==> config.mk <==
export PLATFORM = sky130hd
export DESIGN_NAME = mem_port_arbiter
export DESIGN_NICKNAME = d
export VERILOG_FILES = /design/src/rtl/mem_port_arbiter.sv
export SDC_FILE = /design/constraint.sdc
export NUM_CORES = 1
export LEC_CHECK = 0
export BUFFER_PORTS_ARGS = -buffer_cell sky130_fd_sc_hd__buf_2
export CORE_ASPECT_RATIO = 0.7
export CORE_MARGIN = 2
export CORE_UTILIZATION = 47
export CTS_CLUSTER_SIZE = 20
export DETAILED_ROUTE_END_ITERATION = 6
export PLACE_DENSITY = 0.8
export SLEW_MARGIN = 20
export SYNTH_ARGS = -nofsm -noshare
export SYNTH_HDL_FRONTEND = slang
export SYNTH_SLANG_ARGS = --single-unit
export TNS_END_PERCENT = 1
==> constraint.sdc <==
create_clock -name clock -period 5.6 [get_ports clock]
set_clock_uncertainty 0.1 [all_clocks]
set_input_delay 0.28 -clock clock [delete_from_list [all_inputs] [get_ports clock]]
set_output_delay 0.28 -clock clock [all_outputs]
set_load 0.05 [all_outputs]
==> src/rtl/mem_port_arbiter.sv <==
// Arbitrates one single-ported word memory between the fetch (I) and data (D)
// ports: one access per grant, fixed priority with a starvation guard.
module mem_port_arbiter #(
  parameter int DATA_PRIO    = 1,
  parameter int STARVE_LIMIT = 3,
  parameter int MEM_AW       = 10
) (
  input  logic        clock,
  input  logic        reset,
  input  logic        i_req,
  input  logic [31:0] i_addr,
  output logic        i_ready,
  output logic [31:0] i_rdata,
  output logic        i_done,
  output logic        i_err,
  input  logic        d_req,
  input  logic        d_we,
  input  logic [31:0] d_addr,
  input  logic [31:0] d_wdata,
  output logic        d_ready,
  output logic [31:0] d_rdata,
  output logic        d_done,
  output logic        d_err,
  output logic        mem_ren,
  output logic        mem_wen,
  output logic [31:0] mem_addr,
  output logic [31:0] mem_din,
  input  logic [31:0] mem_dout,
  output logic [1:0]  dbg_state
);

  typedef enum logic [1:0] {
    IDLE   = 2'd0,
    ACCESS = 2'd1,
    DONE   = 2'd2
  } state_t;

  localparam int SW = (STARVE_LIMIT > 0) ? $clog2(STARVE_LIMIT + 1) : 1;
  localparam logic [SW-1:0] STARVE_MAX = SW'(STARVE_LIMIT);

  state_t        state_q, state_d;
  logic [SW-1:0] starve_q, starve_d;
  logic [31:0]   addr_q, addr_d;
  logic [31:0]   wdata_q, wdata_d;
  logic          we_q, we_d;
  logic          owner_q, owner_d;  // 1 = D owns the access in flight
  logic          err_q, err_d;
  logic          mem_ren_q, mem_ren_d;
  logic          mem_wen_q, mem_wen_d;
  logic [31:0]   i_rdata_q, i_rdata_d;
  logic [31:0]   d_rdata_q, d_rdata_d;
  logic          i_done_q, i_done_d;
  logic          d_done_q, d_done_d;
  logic          i_err_q, i_err_d;
  logic          d_err_q, d_err_d;

  logic          grant_slot;
  logic          hi_req, lo_req;
  logic          starved, starve_sat;
  logic          lo_win, hi_win;
  logic          i_win, d_win;
  logic [31:0]   sel_addr;
  logic          sel_we;
  logic          in_range;

  // Handshake: a port's request is accepted on the posedge where x_req and
  // x_ready are both high; x_ready is only offered in IDLE/DONE slots, so the
  // requester must hold its fields stable until it sees x_ready.
  always_comb begin
    grant_slot = (state_q == IDLE) || (state_q == DONE);
    hi_req     = (DATA_PRIO != 0) ? d_req : i_req;
    lo_req     = (DATA_PRIO != 0) ? i_req : d_req;
    starve_sat = (starve_q == STARVE_MAX);
    starved    = (STARVE_LIMIT != 0) && starve_sat;
    lo_win     = grant_slot && lo_req && (!hi_req || starved);
    hi_win     = grant_slot && hi_req && !lo_win;
    d_win      = (DATA_PRIO != 0) ? hi_win : lo_win;
    i_win      = (DATA_PRIO != 0) ? lo_win : hi_win;
    sel_addr   = d_win ? d_addr : i_addr;
    sel_we     = d_win && d_we;
    in_range   = ((sel_addr >> MEM_AW) == 32'd0);
  end

  always_comb begin
    state_d   = state_q;
    starve_d  = starve_q;
    addr_d    = addr_q;
    wdata_d   = wdata_q;
    we_d      = we_q;
    owner_d   = owner_q;
    err_d     = err_q;
    mem_ren_d = 1'b0;
    mem_wen_d = 1'b0;
    i_rdata_d = i_rdata_q;
    d_rdata_d = d_rdata_q;
    i_done_d  = 1'b0;
    d_done_d  = 1'b0;
    i_err_d   = 1'b0;
    d_err_d   = 1'b0;

    case (state_q)
      IDLE, DONE: begin
        if (lo_win) begin
          starve_d = '0;
        end else if (lo_req && hi_req && !starve_sat) begin
          starve_d = starve_q + 1'b1;
        end

        if (i_win || d_win) begin
          state_d   = ACCESS;
          addr_d    = sel_addr;
          we_d      = sel_we;
          owner_d   = d_win;
          err_d     = !in_range;
          mem_ren_d = !sel_we && in_range;
          mem_wen_d = sel_we && in_range;
          if (d_win) begin
            wdata_d = d_wdata;
          end
        end else begin
          state_d = IDLE;
        end
      end

      ACCESS: begin
        state_d = DONE;
        // Only a successful read updates the owner's rdata.
        if (owner_q) begin
          d_done_d = 1'b1;
          d_err_d  = err_q;
          if (!we_q && !err_q) begin
            d_rdata_d = mem_dout;
          end
        end else begin
          i_done_d = 1'b1;
          i_err_d  = err_q;
          if (!we_q && !err_q) begin
            i_rdata_d = mem_dout;
          end
        end
      end

      default: begin
        state_d = IDLE;
      end
    endcase
  end

  always_ff @(posedge clock or posedge reset) begin
    if (reset) begin
      state_q   <= IDLE;
      starve_q  <= '0;
      addr_q    <= '0;
      wdata_q   <= '0;
      we_q      <= 1'b0;
      owner_q   <= 1'b0;
      err_q     <= 1'b0;
      mem_ren_q <= 1'b0;
      mem_wen_q <= 1'b0;
      i_rdata_q <= '0;
      d_rdata_q <= '0;
      i_done_q  <= 1'b0;
      d_done_q  <= 1'b0;
      i_err_q   <= 1'b0;
      d_err_q   <= 1'b0;
    end else begin
      state_q   <= state_d;
      starve_q  <= starve_d;
      addr_q    <= addr_d;
      wdata_q   <= wdata_d;
      we_q      <= we_d;
      owner_q   <= owner_d;
      err_q     <= err_d;
      mem_ren_q <= mem_ren_d;
      mem_wen_q <= mem_wen_d;
      i_rdata_q <= i_rdata_d;
      d_rdata_q <= d_rdata_d;
      i_done_q  <= i_done_d;
      d_done_q  <= d_done_d;
      i_err_q   <= i_err_d;
      d_err_q   <= d_err_d;
    end
  end

  // Ready is gated by reset so every output reads 0 while reset is held.
  assign i_ready   = i_win && !reset;
  assign d_ready   = d_win && !reset;
  assign i_rdata   = i_rdata_q;
  assign d_rdata   = d_rdata_q;
  assign i_done    = i_done_q;
  assign d_done    = d_done_q;
  assign i_err     = i_err_q;
  assign d_err     = d_err_q;
  assign mem_ren   = mem_ren_q;
  assign mem_wen   = mem_wen_q;
  assign mem_addr  = addr_q;
  assign mem_din   = wdata_q;
  assign dbg_state = state_q;

endmodule

Yosys cells after proc, flatten, opt, wreduce, memory -nomap -nowiden
Index checks and enable logic that the tools add are counted.
Storage, ports and cells
  register bits after elaboration: 141
  input port bits: 133
  output and inout bits: 138
  word-level logic and storage cells: 69
Operators by class
  add/sub/neg operators: 1
  equal/unequal tests: 3
  mux-type cells: 17
  bitwise operators: 1
  reduce and logical (&&, ||, !) cells: 32
Operators with widths (number)
  $logic_not A32 Y1: 1
  $mux W32: 1
  $mux W1: 13
  $logic_and A1 B1 Y1: 12
  $reduce_and A3 Y1: 3
  $logic_not A1 Y1: 8
  $eq A2 B2 Y1 const B: 2
  $mux W2: 2
  $pmux W2 S2: 1
  $reduce_and A2 Y1: 2
  $logic_or A1 B1 Y1: 3
  $add A2 B1 Y2 const B: 1
  $eq A2 B1 Y1 const B: 1
  $logic_not A2 Y1: 1
  $reduce_bool A2 Y1: 1
  $reduce_or A2 Y1: 1
  $not A1 Y1: 1

Longest topological paths before layout
Gate-level depths: netlist (run 1).
  word-level depth: 11
  gate-level depth with buffers: 6
  mapped depth without buffers: 5

Worst setup path after synthesis (run 1)
No wires, ideal clock.
  path kind: reg-to-output
  from: reg state_q[0], in the netlist dbg_state[0]
  to: out d_ready
  arrival: 2012 ps
  required time: 5220 ps
  path slack: 3208 ps
  cell stages (with the launch flop): 5
  path buffers: 2
  cells stage by stage: dfrtp_1 > a211o_1 > buf_2 > clkbuf_1 > nor2_1
On the way
  cells in the longest elaborated chain, start to end: 7
  elaborated cells between the ends (all ways): 9
  classes of those cells: eq/ne (1); reduce/logical (8)
Ends and longest elaborated chain
  start, declared: line 41  | state_t state_q, state_d;
  start signal, assigned: line 167  | state_q <= state_d;
  $eq A2 B2 Y1 / $logic_not A2 Y1 (equally long branches): line 70  | grant_slot = (state_q == IDLE) || (state_q == DONE);
  $logic_or A1 B1 Y1 *: line 70
  $logic_and A1 B1 Y1 (2 in series): line 75  | lo_win = grant_slot && lo_req && (!hi_req || starved);
  $logic_not A1 Y1: line 76  | hi_win = grant_slot && hi_req && !lo_win;
  $logic_and A1 B1 Y1 *: line 76
  $logic_and A1 B1 Y1 *: line 187  | assign d_ready = d_win && !reset;
  end, declared: line 20  | output logic d_ready,
Every way passes the cells marked *; elsewhere a longest branch is shown, timed or not.

Worst setup path in the final report (run 1)
  from: reg starve_q[0]
  to: out d_ready
On the way
  cells in the longest elaborated chain, start to end: 6
Ends and longest elaborated chain
  start, declared: line 42  | logic [SW-1:0] starve_q, starve_d;
  start signal, assigned: line 168  | starve_q <= starve_d;
  $eq A2 B2 Y1: line 73  | starve_sat = (starve_q == STARVE_MAX);
  $logic_or A1 B1 Y1: line 75
  $logic_and A1 B1 Y1: line 75
  $logic_not A1 Y1: line 76
  $logic_and A1 B1 Y1: line 76
  $logic_and A1 B1 Y1: line 187
Every way passes these cells.

==> reports/qor.csv, run 1 <==
metric,value,unit
outcome,finished clean,
vias in the first global route,5023,
Post-Synthesis Cell Area,5748,µm²
CTS tree,yes,
CP Data Required Time,5.22,ns
Metal-1 WL,6.388,mm
drt first pass iters,5,
IO buf count,270,
design area,8255,µm²
Std-Cell Core Area,11810,µm²
final max-slew violation count,0,
DR vias,5065,
# clock sinks,141,
DR WL/cell,16.79,µm
Max-Cap Viols,0,
Pwr Total,3.431,mW
Routed met2 length,8.332,mm
DP HPWL,11.26,mm
Peak VDD IR,0.2455,mV
Rel. slew slack,35.18,%
"Seq/Total Area, Yosys",61.38,%
CP Cell Sequence,ha_1 -> a211o_2 -> buf_4 -> nor2_1 -> buf_2,
Startpoint Class,flop,
Place WS,3.203,ns
Setup WS post-layout,2.874,ns
fin cells,991,
largest net degree at the start of global routing,88,
H-tree depth,4,
CP max stage cell,a211o_2,
crit path max fanout,44,
ant diodes,0,
period utilisation layout,48.68,%
final hold slack,0.01731,ns
Die Span X,136.2,µm
grt total ovfl,0,
CP Data Arrival Time,2.35,ns
PD cells,415.6,nW/µm²
initial drt markers,247,
Synth Net Count,644,
Vias/cell,5.111,
Global Route Usage Sum,25.42,%
Worst-Skew Late Latency,0.39,ns
Cells after DPL,913,
Die Span Y,96.53,µm
"EDFF count, synth",0,
Synth Warn #,0,
post-route minimum period,2.726,ns
"slowest stage delay, CP",0.54,ns
Synth Register Bits,141,
initial antenna violation count,0,
Synth Flop Type,dfrtp_1,
synth unique cells,32,
Setup CP Type,flop to output port,
Max Used Layer,met4,
# nets final,955,
Num CTS Buffers,17,
Setup Buffers After CTS,0,
share of layout cells above drive strength 1,40.65,%
root buf cell,clkbuf_16,
Final ANT Viol Nets,0,
"Core Util, Final",69.91,%
RSZ-0062 raised after global routing,false,
first-pass GRT wire length,25.41,mm
Yosys top cell area share,61.38,%
Final Setup Violations,0,
met3 WL,1.390,mm
maximum buffer depth of the clock tree,2,
Final Hold Fails,0,
DIE AREA,13140,µm²
Static Leak,4.353,nW
drt drc,0,
Synth-to-Final Area Change,43.62,%
asr flop ratio synth,100.0,%
overall routed net length,16.64,mm
num rows,33,
most frequent cells in the layout,"buf_2 (270), nand2_1 (168), dfrtp_1 (141)",
routability-driven placement congestion ratio,0.8984,
Peak Freq,0.3668,GHz
cts repair resizes,0,
setup_tns,0,ns
syn avg cell area,11.27,µm²
Initial Util,48.68,%
Setup crit end kind,output port,
Area after DPL,7173,µm²
clk slew on worst S/H paths,0.06,ns
synthesized instance count,510,
actual slew at the worst max-slew pin,0.9691,ns
Synth area leaders,"dfrtp_1 (61%), nand2_1 (11%), mux2_4 (7.3%)",
Worst Hold Class,input port to flop,
Synth area leader,dfrtp_1,
I/O pin cnt,271,
"commonest non-fill, non-tap cell in the layout",buf_2,
[per-layer routing]
| metal | vias up | global-route usage, % |
|---|---|---|
| met1 | 2407 | 29.93 |
| met5 | - | 0 |
| met3 | 44 | 7.199 |
| li1 | 2326 | - |
| met2 | 288 | 44.64 |
| met4 | 0 | 10.07 |
[synthesized netlist by cell type, types with 3 or more instances]
master,number
nand2_1,168
dfrtp_1,141
mux2_1,36
mux2_4,28
nor2_1,27
a31oi_1,23
nand3_1,23
buf_2,10
nor4_1,8
clkbuf_1,7
buf_6,6
buf_1,4
and3_1,3
inv_1,3
nor3_1,3
[power by group]
part	internal, mW	leakage [nW]	switching (mW)
clock	0.748	0.286	0.425
sequential	1.17	1.67	0.0822
combinational	0.248	2.39	0.762
total	2.16	4.35	1.27
[state kept, by name (all words and copies together) (netlist names), 2 cells and up]
register / cells
d_rdata: 32
dbg_state: 2
i_rdata: 32
mem_addr: 32
mem_din: 32
starve_q: 2
[logic make-up (layout without fill, tap and decap cells)]
| family | after synthesis | after routing | share of synthesized area, % |
|---|---|---|---|
| DFF | 141 | 141 | 61.38 |
| adders and majority gates | 1 | 1 | 0.2176 |
| AOI/OAI and AO/OA | 28 | 28 | 3.200 |
| buffers and inverters | 31 | 355 | 3.026 |
| and+or+nand+nor | 245 | 245 | 17.81 |
| muxes | 64 | 64 | 14.37 |
[layout make-up]
type / count / area, µm²
Tap cell: 157 / 196.4
Clock inverter: 13 / 188.9
Multi-Input combinational cell: 338 / 2054
Timing Repair Buffer: 319 / 1834
Fill cell: 875 / 3553
Inverter: 4 / 20.02
Clock buffer: 19 / 432.9
Sequential cell: 141 / 3528
[worst paths after layout]
path	slack, ns	cells past startpoint	from	endpoint
max	2.87	5	starve_q[0]	d_ready
min	0.02	2	mem_dout[8]	d_rdata[8]
max reg2reg	3.10	5	starve_q[0]	mem_addr[7]
min reg2reg	0.37	2	mem_din[22]	mem_din[22]
max in group asynchronous	3.70	4	reset	d_rdata[12]
min in group asynchronous	0.53	3	reset	mem_din[1]
[repair_timing]
action                                 4_1_cts  5_1_grt
endpoints found under the hold margin      106        0
setup endpoints to repair                    0        0
hold buffers                                46        0
[worst max-delay path: cells and delay by family (launching register included)]
kind | cells | cell delay [ns]
compound gates | 1 | 0.54
fa+ha+maj | 1 | 0.26
buf+inv | 2 | 0.62
flops | 1 | 0.40
simple gates | 1 | 0.12
(Power assumes the default switching activity.)
==> inputs of run 2 (changes only) <==
--- a/config.mk
+++ b/config.mk
@@ -8,10 +8,10 @@
 export BUFFER_PORTS_ARGS = -buffer_cell sky130_fd_sc_hd__buf_2
 export CORE_ASPECT_RATIO = 0.7
 export CORE_MARGIN = 2
-export CORE_UTILIZATION = 47
+export CORE_UTILIZATION = 42
 export CTS_CLUSTER_SIZE = 20
 export DETAILED_ROUTE_END_ITERATION = 6
-export PLACE_DENSITY = 0.8
+export PLACE_DENSITY = 0.75
 export SLEW_MARGIN = 20
 export SYNTH_ARGS = -nofsm -noshare
 export SYNTH_HDL_FRONTEND = slang
==> constraint.sdc (replaced) <==
create_clock -name clock -period 2.3 [get_ports clock]
set_clock_uncertainty 0.1 [all_clocks]
set_input_delay 0.115 -clock clock [delete_from_list [all_inputs] [get_ports clock]]
set_output_delay 0.115 -clock clock [all_outputs]
set_load 0.05 [all_outputs]
==> reports/qor.csv, run 2 (synthesized netlist as in run 1, its figures left out) <==
metric,value,unit
outcome,finished clean,
Static Leak,4.811,nW
Final Setup Violations,0,
Setup CP Type,flop to output port,
grt total ovfl,0,
PD cells,909.8,nW/µm²
I/O pin cnt,271,
setup_tns,0,ns
Global Route Usage Sum,26.96,%
post-route minimum period,2.114,ns
Worst Setup EP,d_ready,
Max-Cap Viols,0,
CP Data Arrival Time,1.90,ns
RSZ-0062 raised after global routing,false,
CP Cell Sequence,ha_1 -> a211o_4 -> nor2_1 -> clkbuf_4,
ant diodes,0,
# nets final,1056,
CP max stage cell,dfrtp_1,
CP Data Required Time,2.09,ns
DIE AREA,14650,µm²
Die Span X,143.8,µm
"slowest stage delay, CP",0.39,ns
fin cells,1120,
Std-Cell Core Area,13270,µm²
Area after DPL,7362,µm²
DP HPWL,11.49,mm
most frequent cells in the layout,"buf_2 (269), nand2_1 (168), dfrtp_1 (141)",
DR vias,5611,
Initial Util,43.32,%
H-tree depth,4,
maximum buffer depth of the clock tree,2,
# clock sinks,141,
reg2reg setup slack,0.29,ns
Rel. slew slack,69.54,%
share of layout cells above drive strength 1,38.18,%
final max-slew violation count,0,
Worst Setup SP,starve_q[0],
reg2reg start,starve_q[0],
crit path max fanout,4,
actual slew at the worst max-slew pin,0.4554,ns
overall routed net length,19.50,mm
IO buf count,270,
r2r endpoint,mem_ren,
Synth-to-Final Area Change,61.73,%
Final Hold Fails,0,
drt first pass iters,7,
design area,9296,µm²
R2R depth,5,
Cells after DPL,955,
routability-driven placement congestion ratio,0.9079,
vias in the first global route,5901,
initial antenna violation count,0,
Peak VDD IR,0.5315,mV
CTS tree,yes,
largest net degree at the start of global routing,54,
FILL cells,886,
Final ANT Viol Nets,0,
period utilisation layout,91.91,%
Worst-Skew Late Latency,0.40,ns
root buf cell,clkbuf_16,
Die Span Y,101.9,µm
"commonest non-fill, non-tap cell in the layout",buf_2,
Vias/cell,5.010,
num rows,35,
DR WL/cell,17.41,µm
drt drc,0,
Setup crit end kind,output port,
initial drt markers,429,
clk slew on worst S/H paths,0.06,ns
Worst Hold Class,input port to flop,
Num CTS Buffers,17,
Startpoint Class,flop,
Peak Freq,0.4731,GHz
Pwr Total,8.458,mW
first-pass GRT wire length,30.31,mm
-- run 2: cell count changes in the layout (fill, tap and decap cells not counted), moves of 2 or more --
cell and change:
buf_4 +12, bufinv_16 -2, clkinv_4 +3, dlygate4sd3_1 +84, inv_6 +2, clkinvlp_4 -4, buf_12 +4
-- run 2: power breakdown --
| part | total, mW | internal, mW | switching, mW | leakage (nW) |
|---|---|---|---|---|
| logic | 2.64 | 0.733 | 1.91 | 2.84 |
| registers | 3.06 | 2.84 | 0.219 | 1.67 |
| clock network | 2.76 | 1.66 | 1.10 | 0.295 |
-- run 2: layout make-up --
class	instances	area (µm²)	share of cell area, %
repair buffers	419	2848	30.63
flip-flops and latches	141	3528	37.95
clock buffers	19	442.9	4.764
clock inverters	13	155.1	1.669
well taps	185	231.5	2.490
inverters	4	18.77	0.2019
multi-input cells	339	2072	22.29
-- run 2: worst max-delay path, delay by kind of cell (launching register included) --
| kind | cells | cell delay (ns) |
|---|---|---|
| compound gates | 1 | 0.38 |
| fa+ha+maj | 1 | 0.30 |
| buf+inv | 1 | 0.27 |
| flops | 1 | 0.39 |
| simple gates | 1 | 0.16 |
-- run 2: what timing repair did --
item	CTS	global route
cloned	0	1
pin swaps	0	1
hold endpoints to repair	147	0
hold buffers	130	0
setup buffers	0	2
setup endpoints to repair	1	1
gates resized for setup	1	1
-- run 2: worst min-delay path by stage --
stage / cells past startpoint / endpoint / slack (ns) / from
floorplan: 2 / mem_din[0] / 0.12 / d_wdata[0]
global placement: 2 / mem_din[27] / 0.08 / reset
detailed placement: 2 / mem_din[22] / 0.08 / reset
CTS: 4 / owner_q / 0.05 / i_req
global route: 4 / starve_q[1] / 0.1 / i_req
finish: 4 / owner_q / 0.08 / i_req
-- run 2: routing by layer --
| layer | track usage, % | part of all wire, % |
|---|---|---|
| met5 | 0 | 0 |
| met3 | 9.794 | 10 |
| met4 | 12.14 | 3.9 |
| met2 | 44.51 | 47 |
| met1 | 32.06 | 39 |
-- run 2: stage by stage --
stage                     hold slack, ns  util (%)  worst slack [ns]
after detailed placement         0.08210     55.48            0.3458
after floorplan                   0.1204         -           0.07317
after global routing             0.09699     70.06            0.1221
after CTS                        0.05214     69.85           0.01912
after global placement           0.08461     55.48            0.3944
final                            0.07653     70.06            0.1861
